==> src/rtl/two_digit_down_timer.sv <==
// Two-digit BCD countdown timer with prescaled tick, pause/resume and
// optional auto-reload. Shares the load/count digit interface of the
// two-digit up counter so the same display consumers can be driven.
module two_digit_down_timer #(
   parameter int unsigned TICK_DIV    = 1,
   parameter bit          AUTO_RELOAD = 1'b0
) (
   input  logic       CLK,
   input  logic       Clear,
   input  logic [3:0] Ain,
   input  logic [3:0] Bin,
   input  logic       load,
   input  logic       start,
   input  logic       pause,
   output logic [3:0] AO,
   output logic [3:0] BO,
   output logic       borrowOut,
   output logic       zero,
   output logic       done,
   output logic       busy
);

   localparam int unsigned   PW        = $clog2(TICK_DIV) + 1;
   localparam logic [PW-1:0] TICK_LAST = PW'(TICK_DIV - 1);

   typedef enum logic [1:0] {
      IDLE,
      RUN,
      PAUSED,
      DONE
   } state_t;

   state_t        state;
   logic [PW-1:0] presc;
   logic [3:0]    rel_a;
   logic [3:0]    rel_b;

   logic          tick;
   logic [3:0]    dec_a;
   logic [3:0]    dec_b;
   logic          wrap;
   logic          expire;
   logic          reload_nonzero;

   // Out-of-range BCD load digits saturate to 9.
   function automatic logic [3:0] sanitize(input logic [3:0] d);
      return (d > 4'd9) ? 4'd9 : d;
   endfunction

   // Next digit values for a decrement; a ones wrap borrows from the tens.
   always_comb begin
      dec_a = AO - 4'd1;
      dec_b = BO;
      wrap  = 1'b0;
      if (AO == 4'd0) begin
         dec_a = 4'd9;
         dec_b = BO - 4'd1;
         wrap  = 1'b1;
      end
   end

   assign tick           = (presc == TICK_LAST);
   assign expire         = (dec_a == 4'd0) && (dec_b == 4'd0);
   assign reload_nonzero = (rel_a != 4'd0) || (rel_b != 4'd0);

   assign zero = (AO == 4'd0) && (BO == 4'd0);
   assign busy = (state == RUN) || (state == PAUSED);

   // Control FSM, digits, prescaler and registered pulse outputs.
   always_ff @(posedge CLK) begin
      if (Clear) begin
         state     <= IDLE;
         AO        <= '0;
         BO        <= '0;
         rel_a     <= '0;
         rel_b     <= '0;
         presc     <= '0;
         borrowOut <= 1'b0;
         done      <= 1'b0;
      end else if (load) begin
         state     <= IDLE;
         AO        <= sanitize(Ain);
         BO        <= sanitize(Bin);
         rel_a     <= sanitize(Ain);
         rel_b     <= sanitize(Bin);
         presc     <= '0;
         borrowOut <= 1'b0;
         done      <= 1'b0;
      end else begin
         borrowOut <= 1'b0;
         done      <= 1'b0;
         case (state)
            IDLE: begin
               // RUN is never entered at 00, which keeps BO from underflowing.
               if (start && !zero) begin
                  state <= RUN;
                  presc <= '0;
               end
            end
            PAUSED: begin
               // Resume keeps the prescaler phase reached before the pause.
               if (start) begin
                  state <= RUN;
               end
            end
            RUN: begin
               if (pause) begin
                  state <= PAUSED;
               end else if (tick) begin
                  presc     <= '0;
                  AO        <= dec_a;
                  BO        <= dec_b;
                  borrowOut <= wrap;
                  if (expire) begin
                     state <= DONE;
                     done  <= 1'b1;
                  end
               end else begin
                  presc <= presc + PW'(1);
               end
            end
            DONE: begin
               if (AUTO_RELOAD && reload_nonzero) begin
                  state <= RUN;
                  AO    <= rel_a;
                  BO    <= rel_b;
                  presc <= '0;
               end else begin
                  state <= IDLE;
               end
            end
            default: begin
               state <= IDLE;
            end
         endcase
      end
   end

endmodule

==> config.mk <==
export PLATFORM = sky130hd
export DESIGN_NAME = two_digit_down_timer
export DESIGN_NICKNAME = d
export VERILOG_FILES = /design/src/rtl/two_digit_down_timer.sv
export SDC_FILE = /design/constraint.sdc
export NUM_CORES = 1
export LEC_CHECK = 0
export ABC_AREA = 1
export ABC_CLOCK_PERIOD_IN_PS = 4250
export CAP_MARGIN = 10
export CORE_MARGIN = 8
export CORE_UTILIZATION = 52
export CTS_BUF_LIST = sky130_fd_sc_hd__clkbuf_2 sky130_fd_sc_hd__clkbuf_4 sky130_fd_sc_hd__clkbuf_8
export CTS_CLUSTER_DIAMETER = 200
export DETAILED_ROUTE_END_ITERATION = 10
export GPL_TIMING_DRIVEN = 0
export PLACE_DENSITY = 0.94
export SYNTH_ARGS = -nofsm -noshare
export SYNTH_HDL_FRONTEND = slang
export SYNTH_SLANG_ARGS = --single-unit
==> constraint.sdc <==
create_clock -name CLK -period 4.25 [get_ports CLK]
set_input_delay 0.85 -clock CLK [delete_from_list [all_inputs] [get_ports CLK]]
set_output_delay 0.85 -clock CLK [all_outputs]
set_load 0.02 [all_outputs]
Word level (Yosys, flattened, before mapping):

Index checks and enable logic that the tools add are counted.

* add/subtract/negate cells: 3
* magnitude comparators: 2
* equal/unequal tests: 10
* muxes and demuxes: 24
* bitwise operators: 1
* reduce and logical (&&, ||, !) cells: 17

Operators with widths (count)
* $mux W4: 12
* $logic_not A4 Y1: 4
* $mux W2: 5
* $ne A2 B2 Y1 const B: 5
* $gt A4 B4 Y1 const B: 2
* $pmux W2 S4: 1
* $sub A4 B1 Y4 const B: 2
* $ne A3 B3 Y1 const B: 2
* $reduce_and A3 Y1: 2
* $mux W1: 5
* $reduce_or A5 Y1: 1
* $eq A2 B2 Y1 const B: 2
* $reduce_and A4 Y1: 1
* $reduce_bool A2 Y1: 2
* $logic_and A1 B1 Y1: 3
* $eq A2 B1 Y1 const B: 1
* $logic_not A2 Y1: 1
* $pmux W1 S2: 1
* $reduce_or A2 Y1: 1
* $add A1 B1 Y1 const B: 1
* $logic_not A1 Y1: 1
* $logic_or A1 B1 Y1: 1
* $not A1 Y1: 1

* register bits after elaboration: 13
* input port bits: 13
* word-level logic and storage cells: 63

Logic depth before layout (Yosys ltp):

* word-level depth: 8
* depth in mapped cells: 12
* mapped depth without buffers: 12

Least setup slack after synthesis:

OpenSTA, ideal clock, no wires.

* path kind: reg2out
* start point: reg BO[0]
* end point: out zero
* data arrival time: 0.986 ns
* required time: 3.400 ns
* path slack: 2.414 ns
* stages on the path, launching flop included: 5
* buffers on the path: 0
* path through: dfxtp_1 inv_1 ha_1 nand4_2 inv_1

* cells in the longest elaborated chain, start to end: 2

Ends and longest elaborated chain
* start: declaration: RTL line 16 `output logic [3:0] BO,`
* start signal: assignment: RTL line 83 `BO <= sanitize(Bin);`
* start signal: assignment: RTL line 126 `BO <= rel_b;`
* $logic_not A4 Y1: RTL line 66 `assign zero = (AO == 4'd0) && (BO == 4'd0);`
* $logic_and A1 B1 Y1: RTL line 66
* end: declaration: RTL line 18 `output logic zero,`

No other way between the ends.

Worst setup path after layout:

* start point: reg AO[2]
* end point: out zero

* cells in the longest elaborated chain, start to end: 2

Ends and longest elaborated chain
* start: declaration: RTL line 15 `output logic [3:0] AO,`
* start signal: assignment: RTL line 82 `AO <= sanitize(Ain);`
* start signal: assignment: RTL line 125 `AO <= rel_a;`
* $logic_not A4 Y1: RTL line 66
* $logic_and A1 B1 Y1: RTL line 66

No other way between the ends.

==> metrics.csv <==
stage;metric;value;unit
route;routed len/inst;12.16;µm
synth;commonest cells in the synthesized netlist;nand2_1, inv_1, dfxtp_1, nor2_1, o21ai_0;
synth;post-synth top area share;27.31;%
grt;first-pass GRT wire length;3.615;mm
power;worst ir drop on vdd;238.3;µV
timing;max-slew violations;0;
place;estimated wirelength of the detail-placed design;1.742;mm
die;Total Die Area;0.003264;mm²
min_path;class of the worst hold path;flip-flop to flip-flop;
flow_run;Max Cap Viol;0;
timing;Worst Tran Pin Value;0.2970;ns
clock_tree;PostCTS Resize Cnt;0;
setup_path;cells on worst reg2reg path;9;
timing;Final Skew;0.001875;ns
setup_path;Worst Path Required;3.40;ns
route;via count;884;
timing;setup violators final;0;
cells_and_area;share of layout cells above drive strength 1;16.67;%
clock_tree;Worst-path clk slew;0.07;ns
setup_path;CP peak stage delay;0.59;ns
clock_tree;CTS tree;built;
clock_tree;TritonCTS Sinks;12;
setup_path;CP Capture Type;output pin;
route;Via density;5.293;
min_path;Hold Crit Start;BO[0]$_SDFFE_PP0P_;
synth;Ys Warns;0;
synth;synth top area cells;dfxtp_1, nand2_1, ha_1;
die;DIE WIDTH;57.13;µm
synth;Synth Instances;124;
synth;top-count cell post-synth;nand2_1;
timing;total negative slack;0;ns
clock_tree;TritonCTS Buffers;3;
cells_and_area;ANT cells;0;
synth;Cell Area, Synth;879.6;µm²
setup_path;reg2reg start;state[1]$_SDFFE_PP0P_;
grt;grt ovf;0;
clock_tree;Post-CTS Setup Repair Bufs;0;
power;PD cells;300.5;mW/mm²
route;Post-route DRC;0;
synth;EDFF count, synth;0;
grt;initial antenna violation count;0;
cells_and_area;fillers;138;
cells_and_area;final core occ;69.85;%
clock_tree;CTS max path bufs;2;
grt;vias in the first global route;826;
setup_path;Worst path slowest cell;clkdlybuf4s50_1;
route;Routed Antenna Nets;0;
setup_path;WP data arrival;1.75;ns
grt;gr usage total;13.12;%
synth;syn avg cell area;7.094;µm²
grt;largest net degree at the start of global routing;11;
setup_path;Critical Path Stages;6;
setup_path;Startpoint Class;flip-flop;
setup_path;Crit Path Class;flip-flop to output pin;
synth;Yosys reg bits;12;
clock_tree;hold buffer count at cts;0;
power;Leak;0.4833;nW
min_path;Hold Crit Depth;2;
setup_path;Crit Path Max Fanout;5;
place;PortBufs;23;
timing;relative slew slack;80.14;%
route;final wirelength;2.031;mm
setup_path;Crit path max-delay family;buffers and inverters;
synth;Main synth FF type;dfxtp_1;
place;placed cell count;164;
die;Starting Density;53.26;%
clock_tree;Root Buffer;clkbuf_4;
power;post-route total power;0.3466;mW
timing;FMAX;385.1;MHz
synth;Synth Net Count;143;
setup_path;R2R Setup Slk;2.67;ns
cells_and_area;Final #Nets;171;
die;Die Y;57.13;µm
synth;cell taking the most area after synthesis;dfxtp_1;
timing;RSZ-0062 raised after global routing;no;
synth;async set or reset register ratio after synthesis;0;%
outcome;outcome;complete, no violations;
cells_and_area;synthesis-to-finish area growth;31.15;%
min_path;Hold Path End;BO[0]$_SDFFE_PP0P_;
setup_path;CP Cell Sequence;nor2_4 > nand2_4 > inv_6 > nand4_2 > inv_1 > clkdlybuf4s50_1;
synth;synth unique cells;27;
timing;Fin. Hold Viols;0;
synth;Seq/Total Area, Yosys;27.31;%
place;dpl cell area;0.001131;mm²
clock_tree;H-tree depth;1;
timing;Tcrit/Tclk final;61.10;%
die;Core Rows;15;
die;Core Box Area;0.001652;mm²
cells_and_area;Design Area, Final;0.001154;mm²
die;I/O pins;25;
route;drt pass-1 iters;4;
clock_tree;clock latency on the worst-skew pair;0.27;ns
timing;min cycle time layout;2.597;ns
setup_path;WP buf/inv;3;
cells_and_area;final std cells w/o fill;167;
place;RePlAce Congestion;0.8408;
setup_path;reg2reg end;BO[3]$_SDFFE_PP0P_;
route;starting DRC count in detailed routing;49;
## metrics by stage
stage	hold slack, ns	setup WS (ns)
floorplan	0.5015	2.414
global placement	0.5085	1.932
detailed placement	0.5249	1.931
CTS	0.5369	1.636
global route	0.5620	1.575
finish	0.5357	1.653
## layout make-up
class,instances,area (µm²),area share (%)
clock buffers,3,22.52,1.952
plain buffers,1,11.26,0.9761
flip-flops and latches,12,240.2,20.82
well taps,17,21.27,1.844
multi-input cells,92,551.8,47.83
repair buffers,23,230.2,19.96
inverters,19,76.32,6.616
## cell usage in the layout, fill, tap and decap left out, types with 3 or more instances in the layout
cell type	count
o21ai_1	3
nor2_1	12
a21oi_1	7
a21oi_2	4
nor2_2	4
nand2_1	28
dfxtp_1	12
ha_1	6
inv_1	16
o21ai_0	8
clkbuf_4	3
clkdlybuf4s50_1	23
nor2_4	4
## metal layers
layer	routed length (µm)	up-vias	GRT usage (%)	part of all wire, %
li1	-	455	-	-
met1	861	399	16.50	42
met2	1015	26	21.55	50
met4	27	0	5.034	1.3
met3	126	4	2.217	6.2
met5	0	-	0	0
## cells by family (layout without fill, tap and decap cells)
logic type	after synthesis	after routing	share of synthesized area, %
DFF	12	12	27.31
and+or+nand+nor	58	58	33.85
buffers and inverters	20	46	9.958
adders and majority gates	6	6	8.535
AOI/OAI and AO/OA	28	28	20.34
## worst min-delay path, cell delays in order, from the launching register on
cell	delay (ns)
dfxtp_1	0.35
o21ai_0	0.08
a21oi_1	0.06
## power breakdown
group / switching, mW / internal (mW) / leakage (nW)
logic: 0.0827 / 0.0623 / 0.371
clock network: 0.0367 / 0.0328 / 0.0138
registers: 0.0109 / 0.121 / 0.0987
total: 0.130 / 0.216 / 0.483
## flip-flops by register name (all words and copies together) (netlist names)
register and cells:
state 2, done 1, borrowOut 1, AO 4
BO 4
## worst max path at each step
| stage | startpoint | end | slack [ns] |
|---|---|---|---|
| floorplan | BO[0]$_SDFFE_PP0P_ | zero | 2.41 |
| global placement | AO[0]$_SDFFE_PP0P_ | zero | 1.93 |
| finish | AO[2]$_SDFFE_PP0P_ | zero | 1.65 |
| CTS | BO[0]$_SDFFE_PP0P_ | zero | 1.64 |
| detailed placement | BO[0]$_SDFFE_PP0P_ | zero | 1.93 |
| global route | AO[2]$_SDFFE_PP0P_ | zero | 1.57 |
Note: power is estimated with default switching activity, not from simulation.
